<file path="config.mk">
export PLATFORM = sky130hd
export DESIGN_NAME = bit_serial_adder
export DESIGN_NICKNAME = d
export VERILOG_FILES = /design/src/rtl/bit_serial_adder.sv
export SDC_FILE = /design/constraint.sdc
export NUM_CORES = 1
export LEC_CHECK = 0
export CORE_ASPECT_RATIO = 0.5
export CORE_MARGIN = 5
export CORE_UTILIZATION = 45
export DETAILED_ROUTE_END_ITERATION = 6
export GPL_TIMING_DRIVEN = 0
export HOLD_SLACK_MARGIN = 0.08
export PLACE_DENSITY = 0.67
export REMOVE_ABC_BUFFERS = 1
export SYNTH_ARGS = -nofsm -noshare
export SYNTH_HDL_FRONTEND = slang
export SYNTH_SLANG_ARGS = --single-unit
</file>
<file path="constraint.sdc">
create_clock -name clk -period 2.8 [get_ports clk]
set_input_delay 0.56 -clock clk [delete_from_list [all_inputs] [get_ports clk]]
set_output_delay 0.56 -clock clk [all_outputs]
set_load 0.005 [all_outputs]
</file>
<file path="src/rtl/bit_serial_adder.sv">
// bit_serial_adder: WIDTH-bit adder using one full-adder cell, one bit per clock, LSB first
// Ports: clk/rst (async active-high), in_valid/in_ready + a, b, c_in (operand handshake),
//        out_valid/out_ready + sum, c_out (result handshake), busy (high while shifting).
// Optional: define SERIAL_ADD_OVF_EN to add ovf, the registered signed two's-complement overflow flag.
module bit_serial_adder #(
    parameter int WIDTH = 8
) (
    input  logic             clk,
    input  logic             rst,
    input  logic             in_valid,
    output logic             in_ready,
    input  logic [WIDTH-1:0] a,
    input  logic [WIDTH-1:0] b,
    input  logic             c_in,
    output logic             out_valid,
    input  logic             out_ready,
    output logic [WIDTH-1:0] sum,
    output logic             c_out,
    output logic             busy
`ifdef SERIAL_ADD_OVF_EN
    ,
    output logic             ovf
`endif
);
    localparam int CNT_W = $clog2(WIDTH);
    typedef enum logic [1:0] {IDLE, RUN, HOLD} state_t;
    state_t           state_q;
    logic             in_ready_q, out_valid_q, busy_q, c_out_q, carry_q;
    logic [WIDTH-1:0] a_sr_q, b_sr_q, sum_sr_q, sum_q;
    logic [CNT_W-1:0] cnt_q;
    logic             s_d, carry_d, last_d;
    logic [WIDTH-1:0] sum_sr_d;
    logic [CNT_W-1:0] cnt_d;
    assign s_d      = a_sr_q[0] ^ b_sr_q[0] ^ carry_q;
    assign carry_d  = (a_sr_q[0] & b_sr_q[0]) | (a_sr_q[0] & carry_q) | (b_sr_q[0] & carry_q);
    assign sum_sr_d = {s_d, sum_sr_q[WIDTH-1:1]};
    assign cnt_d    = cnt_q + CNT_W'(1);
    assign last_d   = cnt_q == CNT_W'(WIDTH - 1);
`ifdef SERIAL_ADD_OVF_EN
    logic ovf_q;
    assign ovf = ovf_q;
`endif
    always_ff @(posedge clk or posedge rst) begin
        if (rst) begin
            state_q     <= IDLE;
            in_ready_q  <= 1'b1;
            out_valid_q <= 1'b0;
            busy_q      <= 1'b0;
            sum_q       <= '0;
            c_out_q     <= 1'b0;
            cnt_q       <= '0;
            carry_q     <= 1'b0;
            a_sr_q      <= '0;
            b_sr_q      <= '0;
            sum_sr_q    <= '0;
`ifdef SERIAL_ADD_OVF_EN
            ovf_q       <= 1'b0;
`endif
        end else begin
            case (state_q)
                IDLE: if (in_valid) begin
                    a_sr_q     <= a;
                    b_sr_q     <= b;
                    carry_q    <= c_in;
                    cnt_q      <= '0;
                    state_q    <= RUN;
                    in_ready_q <= 1'b0;
                    busy_q     <= 1'b1;
                end
                RUN: begin
                    a_sr_q   <= a_sr_q >> 1;
                    b_sr_q   <= b_sr_q >> 1;
                    sum_sr_q <= sum_sr_d;
                    carry_q  <= carry_d;
                    cnt_q    <= cnt_d;
                    if (last_d) begin
                        // carry_q here is the carry into the MSB, carry_d the carry out of it
                        sum_q       <= sum_sr_d;
                        c_out_q     <= carry_d;
`ifdef SERIAL_ADD_OVF_EN
                        ovf_q       <= carry_q ^ carry_d;
`endif
                        state_q     <= HOLD;
                        busy_q      <= 1'b0;
                        out_valid_q <= 1'b1;
                    end
                end
                HOLD: if (out_ready) begin
                    state_q     <= IDLE;
                    out_valid_q <= 1'b0;
                    in_ready_q  <= 1'b1;
                end
                default: state_q <= IDLE;
            endcase
        end
    end
    assign in_ready  = in_ready_q;
    assign out_valid = out_valid_q;
    assign busy      = busy_q;
    assign sum       = sum_q;
    assign c_out     = c_out_q;
endmodule

</file>
# Word level (Yosys, flattened, before mapping)
# Index checks and enable logic that the tools add are counted.
dict set report word_totals {
  inputBits 21
  register_bits 42
  wordCells 56
  output_inout_bits 12
}
dict set report op_classes {
  reduce_logical 10
  n_mux 21
  eq_ne 6
  bitwise_logic 7
  add_sub_neg 1
}
# cell n
set op_table {}
lappend op_table {{one-hot mux 8 bit (2 select lines)} 2}
lappend op_table {{2-to-1 mux 8 bit} 2}
lappend op_table {{AND reduction 3 bit} 4}
lappend op_table {{one-hot mux 1 bit (2 select lines)} 4}
lappend op_table {{2-to-1 mux 1 bit} 7}
lappend op_table {{2-to-1 mux 2 bit} 3}
lappend op_table {{!= test 2 bit, second input constant} 3}
lappend op_table {{one-hot mux 2 bit (3 select lines)} 1}
lappend op_table {{one-hot mux 3 bit (2 select lines)} 1}
lappend op_table {{nonzero test 2 bit} 3}
lappend op_table {{AND reduction 2 bit} 2}
lappend op_table {{adder 3 x 1 -> 3 bit, second input constant} 1}
lappend op_table {{AND 1 bit} 3}
lappend op_table {{== test 3 bit, second input constant} 1}
lappend op_table {{2-to-1 mux 3 bit} 1}
lappend op_table {{== test 2 x 1 -> 1 bit, second input constant} 1}
lappend op_table {{== test 2 bit, second input constant} 1}
lappend op_table {{logical NOT 2 bit} 1}
lappend op_table {{OR 1 bit} 2}
lappend op_table {{bitwise XOR 1 bit} 2}

# Depth between registers and ports, before layout
dict set report logic_depth {
  word_depth 4
  mapped_depth 5
  depth_no_buf 5
}

# Worst setup path before layout
# No wires, ideal clock.
dict set report synth_timing {
  path_type {reg-to-reg}
  startpoint {register cnt_q[0]}
  endpoint {register sum_q[7], in the netlist sum[7]}
  stages_incl_launch_ff 5
  t_required_ns 2.675
  arrival_time_ns 1.251
  synth_period_minus_slack_ns 1.376
  setup_ns 0.125
  setup_slack_ns 1.424
  n_path_buf 0
  cell_sequence {dfrtp_1 ha_1 ha_1 nand2_4 mux2_4}
}
dict set report synth_via {
  elab_chain_len 2
}
# item line
set synth_rtl {}
lappend synth_rtl {{from (decl)} 30} ;# logic [CNT_W-1:0] cnt_q;
lappend synth_rtl {{from (signal assigned)} 75} ;# cnt_q <= cnt_d;
lappend synth_rtl {{== test 3 bit} 38} ;# assign last_d = cnt_q == CNT_W'(WIDTH - 1);
lappend synth_rtl {{AND reduction 2 bit (no source line)} -}
lappend synth_rtl {{to (signal assigned)} 78} ;# sum_q <= sum_sr_d;
lappend synth_rtl {{to (decl)} 29} ;# logic [WIDTH-1:0] a_sr_q, b_sr_q, sum_sr_q, sum_q;
# No other way between the ends.
# A chain may end at the register's enable or synchronous reset.

# Final worst setup path
dict set report layout_timing {
  startpoint {input in_valid}
  endpoint {register a_sr_q[6]}
}
dict set report layout_via {
  elab_chain_len 2
}
# item line
set layout_rtl {}
lappend layout_rtl {{from (decl)} 10} ;# input logic in_valid,
lappend layout_rtl {{!= test 2 bit (no source line)} -}
lappend layout_rtl {{AND reduction 2 bit (no source line)} -}
lappend layout_rtl {{to (signal assigned)} 71} ;# a_sr_q <= a_sr_q >> 1;
lappend layout_rtl {{to (decl)} 29}
# No other way between the ends.

==> flow_summary.html <==
<table>
<tr><th>Metric</th><th>Value</th></tr>
<tr><th colspan="2">Synthesis</th></tr>
<tr><td>Main combinational cell family by area after synthesis</td><td>compound AO/OA/AOI/OAI gates</td></tr>
<tr><td>Compound-Gate Fraction of Synth Area</td><td>19.6%</td></tr>
<tr><td>Share of synthesized registers carrying an async set or reset</td><td>100%</td></tr>
<tr><td>Yosys reg bits</td><td>41</td></tr>
<tr><td>Gate count of the mapped netlist</td><td>165</td></tr>
<tr><td>Simple-Gate Fraction of Synth Area</td><td>8.98%</td></tr>
<tr><td>Post-synthesis mux area share</td><td>7.52%</td></tr>
<tr><td>Post-synth top flop</td><td>sky130_fd_sc_hd__dfrtp_1</td></tr>
<tr><td>Synth unique cells</td><td>26</td></tr>
<tr><td>Number of warnings issued by yosys</td><td>0</td></tr>
<tr><td>Share of synthesized area occupied by flip-flops and latches</td><td>57.1%</td></tr>
<tr><td>Average footprint of a synthesized cell</td><td>10.9 um2</td></tr>
<tr><td>XOR/XNOR Fraction of Synth Area</td><td>0%</td></tr>
<tr><td>Adder and majority gate portion of the synthesized area</td><td>2.51%</td></tr>
<tr><td>Area of the mapped netlist</td><td>0.00180 mm2</td></tr>
<tr><td>Post-synth EDFFs</td><td>0</td></tr>
<tr><th colspan="2">Timing</th></tr>
<tr><td>Transition time at the pin with the least slew margin</td><td>0.826 ns</td></tr>
<tr><td>Headroom to the max-slew limit</td><td>44.9%</td></tr>
<tr><td>Hold violation count in the final report</td><td>0</td></tr>
<tr><td>Total count of max-transition violations in the final report</td><td>0</td></tr>
<tr><td>Time the final worst path needs with I/O delays and setup</td><td>2.04 ns</td></tr>
<tr><td>Maximum frequency from static timing analysis</td><td>489 MHz</td></tr>
<tr><td>Final setup violation count</td><td>0</td></tr>
<tr><td>Setup repair after global routing missed its margin</td><td>no</td></tr>
<tr><td>Ratio of final minimum period to clock period</td><td>73.0%</td></tr>
<tr><td>Final total negative setup slack</td><td>0 ns</td></tr>
<tr><td>Clock tree skew after final layout</td><td>0.00694 ns</td></tr>
<tr><th colspan="2">Clocking</th></tr>
<tr><td>Worst-Skew Late Latency</td><td>0.30 ns</td></tr>
<tr><td>Master cell of the clock root buffer</td><td>sky130_fd_sc_hd__clkbuf_8</td></tr>
<tr><td>Post-CTS sizing</td><td>0</td></tr>
<tr><td>Number of hold-repair buffers added at the cts stage</td><td>0</td></tr>
<tr><td>Setup bufs post-CTS</td><td>0</td></tr>
<tr><td>Clock tree from TritonCTS</td><td>yes</td></tr>
<tr><td>Total clock buffers created by CTS</td><td>5</td></tr>
<tr><td>Clk sinks</td><td>41</td></tr>
<tr><td>CTS H-tree depth</td><td>2</td></tr>
<tr><td>Clock transition at the register clock pins on the worst setup and hold paths after CTS</td><td>0.08 ns</td></tr>
<tr><td>Buffers from clock root to sink, at most</td><td>2</td></tr>
<tr><th colspan="2">Layout</th></tr>
<tr><td>Area growth from synthesis to final layout</td><td>26.0%</td></tr>
<tr><td>Most common library cell in the layout ignoring fill and taps</td><td>sky130_fd_sc_hd__dfrtp_1</td></tr>
<tr><td>Post-layout nets</td><td>218</td></tr>
<tr><td>Antenna fix cells</td><td>0</td></tr>
<tr><td>Highest-count cells in the layout ignoring fill and taps</td><td>40 x sky130_fd_sc_hd__dfrtp_1, 32 x sky130_fd_sc_hd__clkdlybuf4s50_1, 26 x sky130_fd_sc_hd__o22ai_1</td></tr>
<tr><td>Share of post-route cells with drive strength above 1</td><td>11.3%</td></tr>
<tr><th colspan="2">Routing</th></tr>
<tr><td>Average routed wire per standard cell</td><td>14.3 um</td></tr>
<tr><td>Post-Route WL</td><td>3570 um</td></tr>
<tr><td>Vias</td><td>1337</td></tr>
<tr><td>Total DRC errors in the routed layout</td><td>0</td></tr>
<tr><td>Detail Route Antenna Nets</td><td>0</td></tr>
<tr><td>Router iterations before antenna repair</td><td>4</td></tr>
<tr><td>Via density</td><td>5.37</td></tr>
<tr><td>Initial drt markers</td><td>50</td></tr>
<tr><th colspan="2">Critical path</th></tr>
<tr><td>Longest individual stage delay on the worst path</td><td>0.90 ns</td></tr>
<tr><td>Data required time at the worst endpoint</td><td>2.95 ns</td></tr>
<tr><td>Chain of cells forming the critical path</td><td>clkdlybuf4s50_1 -&gt; nand2b_2 -&gt; o32ai_1 -&gt; a21oi_1</td></tr>
<tr><td>Largest fanout on the critical path</td><td>18</td></tr>
<tr><td>Critical-path cell with the highest stage delay</td><td>sky130_fd_sc_hd__clkdlybuf4s50_1</td></tr>
<tr><td>Nature of the critical path startpoint</td><td>input port</td></tr>
<tr><td>Endpoint type of the worst setup path</td><td>register</td></tr>
<tr><td>Crit path DAT</td><td>2.20 ns</td></tr>
<tr><td>Worst setup path category</td><td>input port to register</td></tr>
<tr><th colspan="2">Placed design</th></tr>
<tr><td>Count of buffers from port buffering</td><td>32</td></tr>
<tr><td>Gp weighted congestion</td><td>0.721</td></tr>
<tr><td>DP HPWL</td><td>2320 um</td></tr>
<tr><th colspan="2">Floorplanning</th></tr>
<tr><td>Area of the die</td><td>0.00544 mm2</td></tr>
<tr><td>Ports placed on the boundary</td><td>33</td></tr>
<tr><td>Die boundary height</td><td>54.7 um</td></tr>
<tr><td>Die width</td><td>99.4 um</td></tr>
<tr><td>Number of placement rows</td><td>16</td></tr>
<tr><td>Placeable Area</td><td>0.00388 mm2</td></tr>
<tr><td>Starting Density</td><td>46.3%</td></tr>
<tr><th colspan="2">Global route</th></tr>
<tr><td>Overflow left after global routing</td><td>0</td></tr>
<tr><td>Antenna violations before repair</td><td>0</td></tr>
<tr><td>Wire length of the first global-routing pass</td><td>6050 um</td></tr>
<tr><td>Via count of the first global-routing pass</td><td>1347</td></tr>
<tr><td>Largest net degree at the start of global routing</td><td>42</td></tr>
<tr><td>GRT Overall Usage</td><td>14.4%</td></tr>
<tr><th colspan="2">Power</th></tr>
<tr><td>Static power due to leakage</td><td>0.997 nW</td></tr>
<tr><td>IR drop worst, VDD</td><td>547 uV</td></tr>
<tr><td>Total power</td><td>2.51 mW</td></tr>
<tr><td>PD cells</td><td>1110 mW/mm2</td></tr>
<tr><th colspan="2">Hold path</th></tr>
<tr><td>Hold WC Path Type</td><td>register to register</td></tr>
<tr><th colspan="2">Run status</th></tr>
<tr><td>Status</td><td>complete, no violations</td></tr>
<tr><th colspan="2">Job</th></tr>
<tr><td>Maximum capacitance violations</td><td>0</td></tr>
</table>
## path summary, 6_finish.rpt
path | cells past startpoint | to | startpoint | slack, ns
worst min register to register | 2 | sum_sr_q[1]$_DFFE_PP0P_ | sum_sr_q[1]$_DFFE_PP0P_ | 0.49
max in group asynchronous | 2 | a_sr_q[6]$_DFFE_PP0P_ | rst | 1.54
worst min-delay path | 2 | sum_sr_q[1]$_DFFE_PP0P_ | sum_sr_q[1]$_DFFE_PP0P_ | 0.49
min in group asynchronous | 2 | sum[6]$_DFFE_PP0P_ | rst | 0.74
worst max register to register | 3 | a_sr_q[1]$_DFFE_PP0P_ | state_q[1]$_DFFE_PP0P_ | 1.10
worst max-delay path | 4 | a_sr_q[6]$_DFFE_PP0P_ | in_valid | 0.76
## Yosys cell counts (2+ instances only)
cell type                  number  area, um2
sky130_fd_sc_hd__dfrtp_1       40       1000
sky130_fd_sc_hd__o22ai_1       26        163
sky130_fd_sc_hd__nand2_1       25       93.8
sky130_fd_sc_hd__a21oi_1       20        100
sky130_fd_sc_hd__mux2_4         9        135
sky130_fd_sc_hd__o21ai_0        9       45.0
sky130_fd_sc_hd__buf_2          5       25.0
sky130_fd_sc_hd__inv_1          5       18.8
sky130_fd_sc_hd__nor2_1         4       15.0
sky130_fd_sc_hd__nand2b_1       3       18.8
sky130_fd_sc_hd__a22o_1         2       17.5
sky130_fd_sc_hd__clkbuf_1       2       7.51
sky130_fd_sc_hd__ha_1           2       25.0
## sequential cells by signal, indices dropped and copies added (netlist names)
signal,flops
a_sr_q,8
carry_q,1
sum_sr_q,7
cnt_q,3
state_q,2
c_out,1
busy,1
b_sr_q,8
in_ready,1
out_valid,1
sum,8
## metrics by stage
| stage | std cells | area (um2) | utilization [%] | worst slack, ns | hold slack, ns |
|---|---|---|---|---|---|
| after detailed placement | 241 | 2130 | 54.9 | 0.458 | 0.472 |
| after floorplan | 155 | 1740 | - | 1.30 | 0.446 |
| after CTS | 249 | 2260 | 58.3 | 0.765 | 0.488 |
| final | 249 | 2260 | 58.3 | 0.757 | 0.486 |
| after global placement | 241 | 2130 | 54.9 | 0.452 | 0.461 |
| after global routing | 249 | 2260 | 58.3 | 0.648 | 0.510 |
## cells by family (layout without fill, tap and decap cells)
group	after synthesis	in the layout
AO/OA/AOI/OAI	60	60
flip-flops	41	41
AND/OR/NAND/NOR	36	36
buffers and inverters	16	46
multiplexers	9	9
adder cells (fa/ha/maj)	3	3
## worst max-delay path: cells and delay by family
| family | cells | cell delay, ns |
|---|---|---|
| buf+inv | 1 | 0.90 |
| compound gates | 2 | 0.39 |
| simple gates | 1 | 0.34 |
## layer usage
metal / GRT usage, % / share of wire [%] / vias to the layer above
met1: 18.2 / 51 / 659
met3: 3.44 / 3.5 / 7
li1: - / - / 651
met5: 0 / 0 / -
met2: 24.3 / 44 / 20
met4: 6.12 / 1.6 / 0
## layout make-up
cell class | count | area, um2
clock inverter | 3 | 65.1
tap | 54 | 67.6
inverter | 6 | 22.5
fill | 354 | 1620
clock buffer | 5 | 68.8
timing repair buffer | 32 | 320
sequential | 41 | 1030
multi-input combinational | 108 | 693
## where the power goes
group	total (mW)	internal (mW)	switching, mW	leakage, nW
clock	0.564	0.354	0.210	0.0681
combinational	0.885	0.485	0.400	0.436
sequential	1.06	0.861	0.203	0.493
(Power assumes the default switching activity.)
==> patch 1: new RTL, same flow settings <==
The 3 states of `state_t` get a one-hot encoding in 3 bits.
--- a/src/rtl/bit_serial_adder.sv
+++ b/src/rtl/bit_serial_adder.sv
@@ -23,7 +23,7 @@
 `endif
 );
     localparam int CNT_W = $clog2(WIDTH);
-    typedef enum logic [1:0] {IDLE, RUN, HOLD} state_t;
+    typedef enum logic [2:0] {IDLE = 3'b001, RUN = 3'b010, HOLD = 3'b100} state_t;
     state_t           state_q;
     logic             in_ready_q, out_valid_q, busy_q, c_out_q, carry_q;
     logic [WIDTH-1:0] a_sr_q, b_sr_q, sum_sr_q, sum_q;
Check against the original RTL: no difference found for any inputs over 10 cycles, from zero or initial values and one cycle with rst high; not proved beyond that.
==> patch 1 against the original RTL <==
Final area rose by 1.9%. Total power down 24%. Sequential cell count rose by 1. Core utilization rose by 0.22 points. Wire length is 7.0% lower. Sequential share of layout area rose by 0.28 points. Area after synthesis rose by 3.8%. Worst setup slack better by 0.063 ns. Largest power group unchanged.
==> patch 1: results <==
{
  "dr.max_layer_used": "met4",
  "synthAdderAreaFrac": 0.0241,
  "synthMuxAreaShare": 0.153,
  "seq_share": 0.456,
  "wl_met1_um": 1530,
  "vdd.ir_drop.worst_v": 0.000320,
  "wl_met2_um": 1600,
  "placedCellCount": 240,
  "ff2ff_setup_slack_ns": 0.90,
  "synth_area_leaders": "dfrtp_1, mux2i_1, nand2_1",
  "grt_pass1_wl_um": 5910,
  "grtUsageMet2": 0.204,
  "hpwl_um": 2330,
  "core-area_um2": 3940,
  "place_area_um2": 2220,
  "synth.top_cells.by_count": "dfrtp_1, nand2_1, mux2i_1",
  "status": "complete, no violations",
  "synth.distinct_cells": 29,
  "syn_avg_cell_area_um2": 11.5,
  "nNonClkBuffers": 33,
  "gp_congestion": 0.728,
  "yosysSeqAreaShare": 0.564,
  "drive_above_1_share": 0.119,
  "nonClockInverterCount": 3,
  "clock_buffers": 7,
  "global_route.usage.met1": 0.171,
  "crit_fanout": 20,
  "wl_met3_um": 154,
  "reg2reg_depth": 4,
  "cts_post_setup_buffers_inserted": 0,
  "vias_per_cell": 4.96,
  "skew_ns": 0.00512,
  "grt_max_degree": 43,
  "place_ws_ns": 0.518,
  "final-nonclk-buf-share": 0.151,
  "instances_no_fill": 248,
  "holdCritPathClass": "flip-flop to flip-flop",
  "synth_compound_area_frac": 0.0865,
  "fin_util": 0.585,
  "grtUsageTotal": 0.131,
  "grtUsageMet3": 0.0402,
  "fillers": 330,
  "seq_cells": 42,
  "tightestPinTransition_ns": 0.844,
  "p_leak_nw": 1.05,
  "first_iter_violations": 29,
  "wl_um": 3320,
  "fin_nets": 217,
  "r2r-end": "cnt_q[0]",
  "finalHoldWorstSlack_ns": 0.476
}
-- patch 1: cell count changes in the layout (fill, tap and decap cells not counted), moves of 5 or more --
cell,delta
mux2_1,+5
o22ai_1,-26
a21oi_1,-15
mux2_4,-8
o21ai_0,-5
mux2i_1,+17
o21ai_1,+15
nand2_1,+12
-- patch 1: how the worst max path moves through the flow --
stage                     from         to  slack [ns]
detailed placement    in_valid  b_sr_q[1]        0.52
floorplan           state_q[2]   cnt_q[0]        0.93
global route          in_valid  b_sr_q[3]        0.74
global placement           rst     sum[0]        0.37
CTS                   in_valid  b_sr_q[1]        0.83
finish                in_valid  b_sr_q[1]        0.82
-- patch 1: critical path, cell delays in order --
cell             delay (ns)
clkdlybuf4s50_1        0.50
and4bb_2               0.70
mux2i_1                0.28
o21ai_1                0.07
-- patch 1: where the power goes --
group | total, mW | internal (mW) | switching (mW)
Sequential | 0.954 | 0.810 | 0.144
Combinational | 0.557 | 0.276 | 0.282
Clock | 0.397 | 0.199 | 0.198
==> patch 2: new RTL, same flow settings <==
Made on the original files. Set the parameter `WIDTH` to 4 (it was 8).
--- a/src/rtl/bit_serial_adder.sv
+++ b/src/rtl/bit_serial_adder.sv
@@ -3,7 +3,7 @@
 //        out_valid/out_ready + sum, c_out (result handshake), busy (high while shifting).
 // Optional: define SERIAL_ADD_OVF_EN to add ovf, the registered signed two's-complement overflow flag.
 module bit_serial_adder #(
-    parameter int WIDTH = 8
+    parameter int WIDTH = 4
 ) (
     input  logic             clk,
     input  logic             rst,
Ports: changed (resized a, b and sum); port bits go from 33 to 21. The function was not compared with the original's and may differ.
==> patch 2 against the original RTL <==
Sequential cell count fell by 17. Worst setup slack improved by 0.16 ns. Synthesized cell count shrank 47%. Final area down 41%. Sequential power shrank 41%. Core utilization rose by 1.9 points. Wire length down 45%. Total power decreased by 41%. Via count down 45%. Area after synthesis decreased by 42%. Non-clock buffer count is 12 lower.
==> patch 2: results <==
{
  "cts_post_setup_buffers_inserted": 0,
  "fillers": 180,
  "cts_htree_levels": 1,
  "vdd.ir_drop.worst_v": 0.000364,
  "port_buffers": 20,
  "place_area_um2": 1270,
  "pg_comb_uw": 542,
  "clk_latency_ns": 0.27,
  "cts_root_buf": "clkbuf_8",
  "grt_pass1_wl_um": 3360,
  "drt_pass1_iterations": 4,
  "status": "complete, no violations",
  "first_iter_violations": 33,
  "hpwl_um": 1480,
  "swShare": 0.315,
  "yosysWarnings": 0,
  "antenna_cells": 0,
  "synth.top_cells.by_count": "dfrtp_1, inv_1, nor2_1",
  "synth_top_flop_cell": "dfrtp_1",
  "grtUsageTotal": 0.129,
  "min_to": "sum[0]",
  "hold_depth": 1,
  "grt_max_degree": 25,
  "crit_fanout": 3,
  "num_vias": 731,
  "antenna_found_initial": 0,
  "min_from": "sum_sr_q[1]",
  "critPathCapture": "in_ready",
  "cp_slowest_stage_delay_ns": 0.55,
  "grt_pass1_vias": 709,
  "arrival_ns": 1.32,
  "cts_resized": 0,
  "path_delay_family": "flip-flops",
  "gp_congestion": 0.742,
  "cp_slowest_cell": "dfstp_2",
  "ff2ff_setup_slack_ns": 1.28,
  "maxSlewHeadroom": 0.419,
  "pwr-share-seq": 0.426,
  "fin_nets": 125,
  "r2r-start": "state_q[1]",
  "worstSetupStartpoint": "in_ready",
  "holdCritPathClass": "flip-flop to flip-flop",
  "r2r-end": "sum[2]",
  "synth_area_leaders": "dfrtp_1, mux2_1, o221a_2",
  "async_reset_ff_frac": 1.00,
  "clock_path_buffers": 2,
  "yosysSeqAreaShare": 0.573,
  "path_clk_slew_ns": 0.09,
  "skew_ns": 0.00306,
  "reg2reg_depth": 3,
  "synth.distinct_cells": 23,
  "p_leak_nw": 0.566,
  "drive_above_1_share": 0.128,
  "wire_per_inst_um": 14.4,
  "numCtsBuffers": 3
}
[patch 2: cell count changes after synthesis, sizes merged, moves of 2 or more]
cell,unedited run,this run
o22ai,26,0
dfrtp,40,23
clkbuf,2,0
nand2,26,4
inv,6,8
a21oi,20,5
buf,8,3
nand3b,0,4
o221a,0,4
nor2,4,8
o21a,0,3
o21ai,9,5
a32oi,0,3
nand2b,4,1
[patch 2: per-layer routing]
layer	up-vias	wire length [um]	GRT usage
met1	353	974	0.172
met2	20	865	0.196
met4	0	8	0.0314
met3	2	118	0.0569
met5	-	0	0
li1	356	-	-
[patch 2: cells by family (layout without fill, tap and decap cells)]
| family | count (synthesis) | in the layout | share of synthesized area |
|---|---|---|---|
| compound gates | 25 | 25 | 0.176 |
| flops | 24 | 24 | 0.573 |
| simple gates | 18 | 18 | 0.0882 |
| buf+inv | 11 | 32 | 0.0453 |
| mux | 8 | 8 | 0.0858 |
| fa+ha+maj | 2 | 2 | 0.0310 |
[patch 2: layout make-up]
type,count,area [um^2],share of cell area
clock inverters,1,30.0,0.0224
well taps,28,35.0,0.0262
repair buffers,20,200,0.150
flip-flops and latches,24,602,0.450
multi-input cells,53,400,0.299
clock buffers,3,41.3,0.0308
inverters,8,30.0,0.0224
[patch 2: through the flow]
step | hold WS [ns] | utilization | total power, mW | std cells | setup slack, ns
5_1_grt | 0.517 | 0.602 | 1.58 | 137 | 0.896
2_1_floorplan | 0.454 | - | 0.973 | 85 | 1.47
4_1_cts | 0.496 | 0.602 | 1.49 | 137 | 0.914
3_3_place_gp | 0.463 | 0.570 | 1.14 | 133 | 0.838
6_report | 0.494 | 0.602 | 1.48 | 137 | 0.921
3_5_place_dp | 0.475 | 0.570 | 1.18 | 133 | 0.746
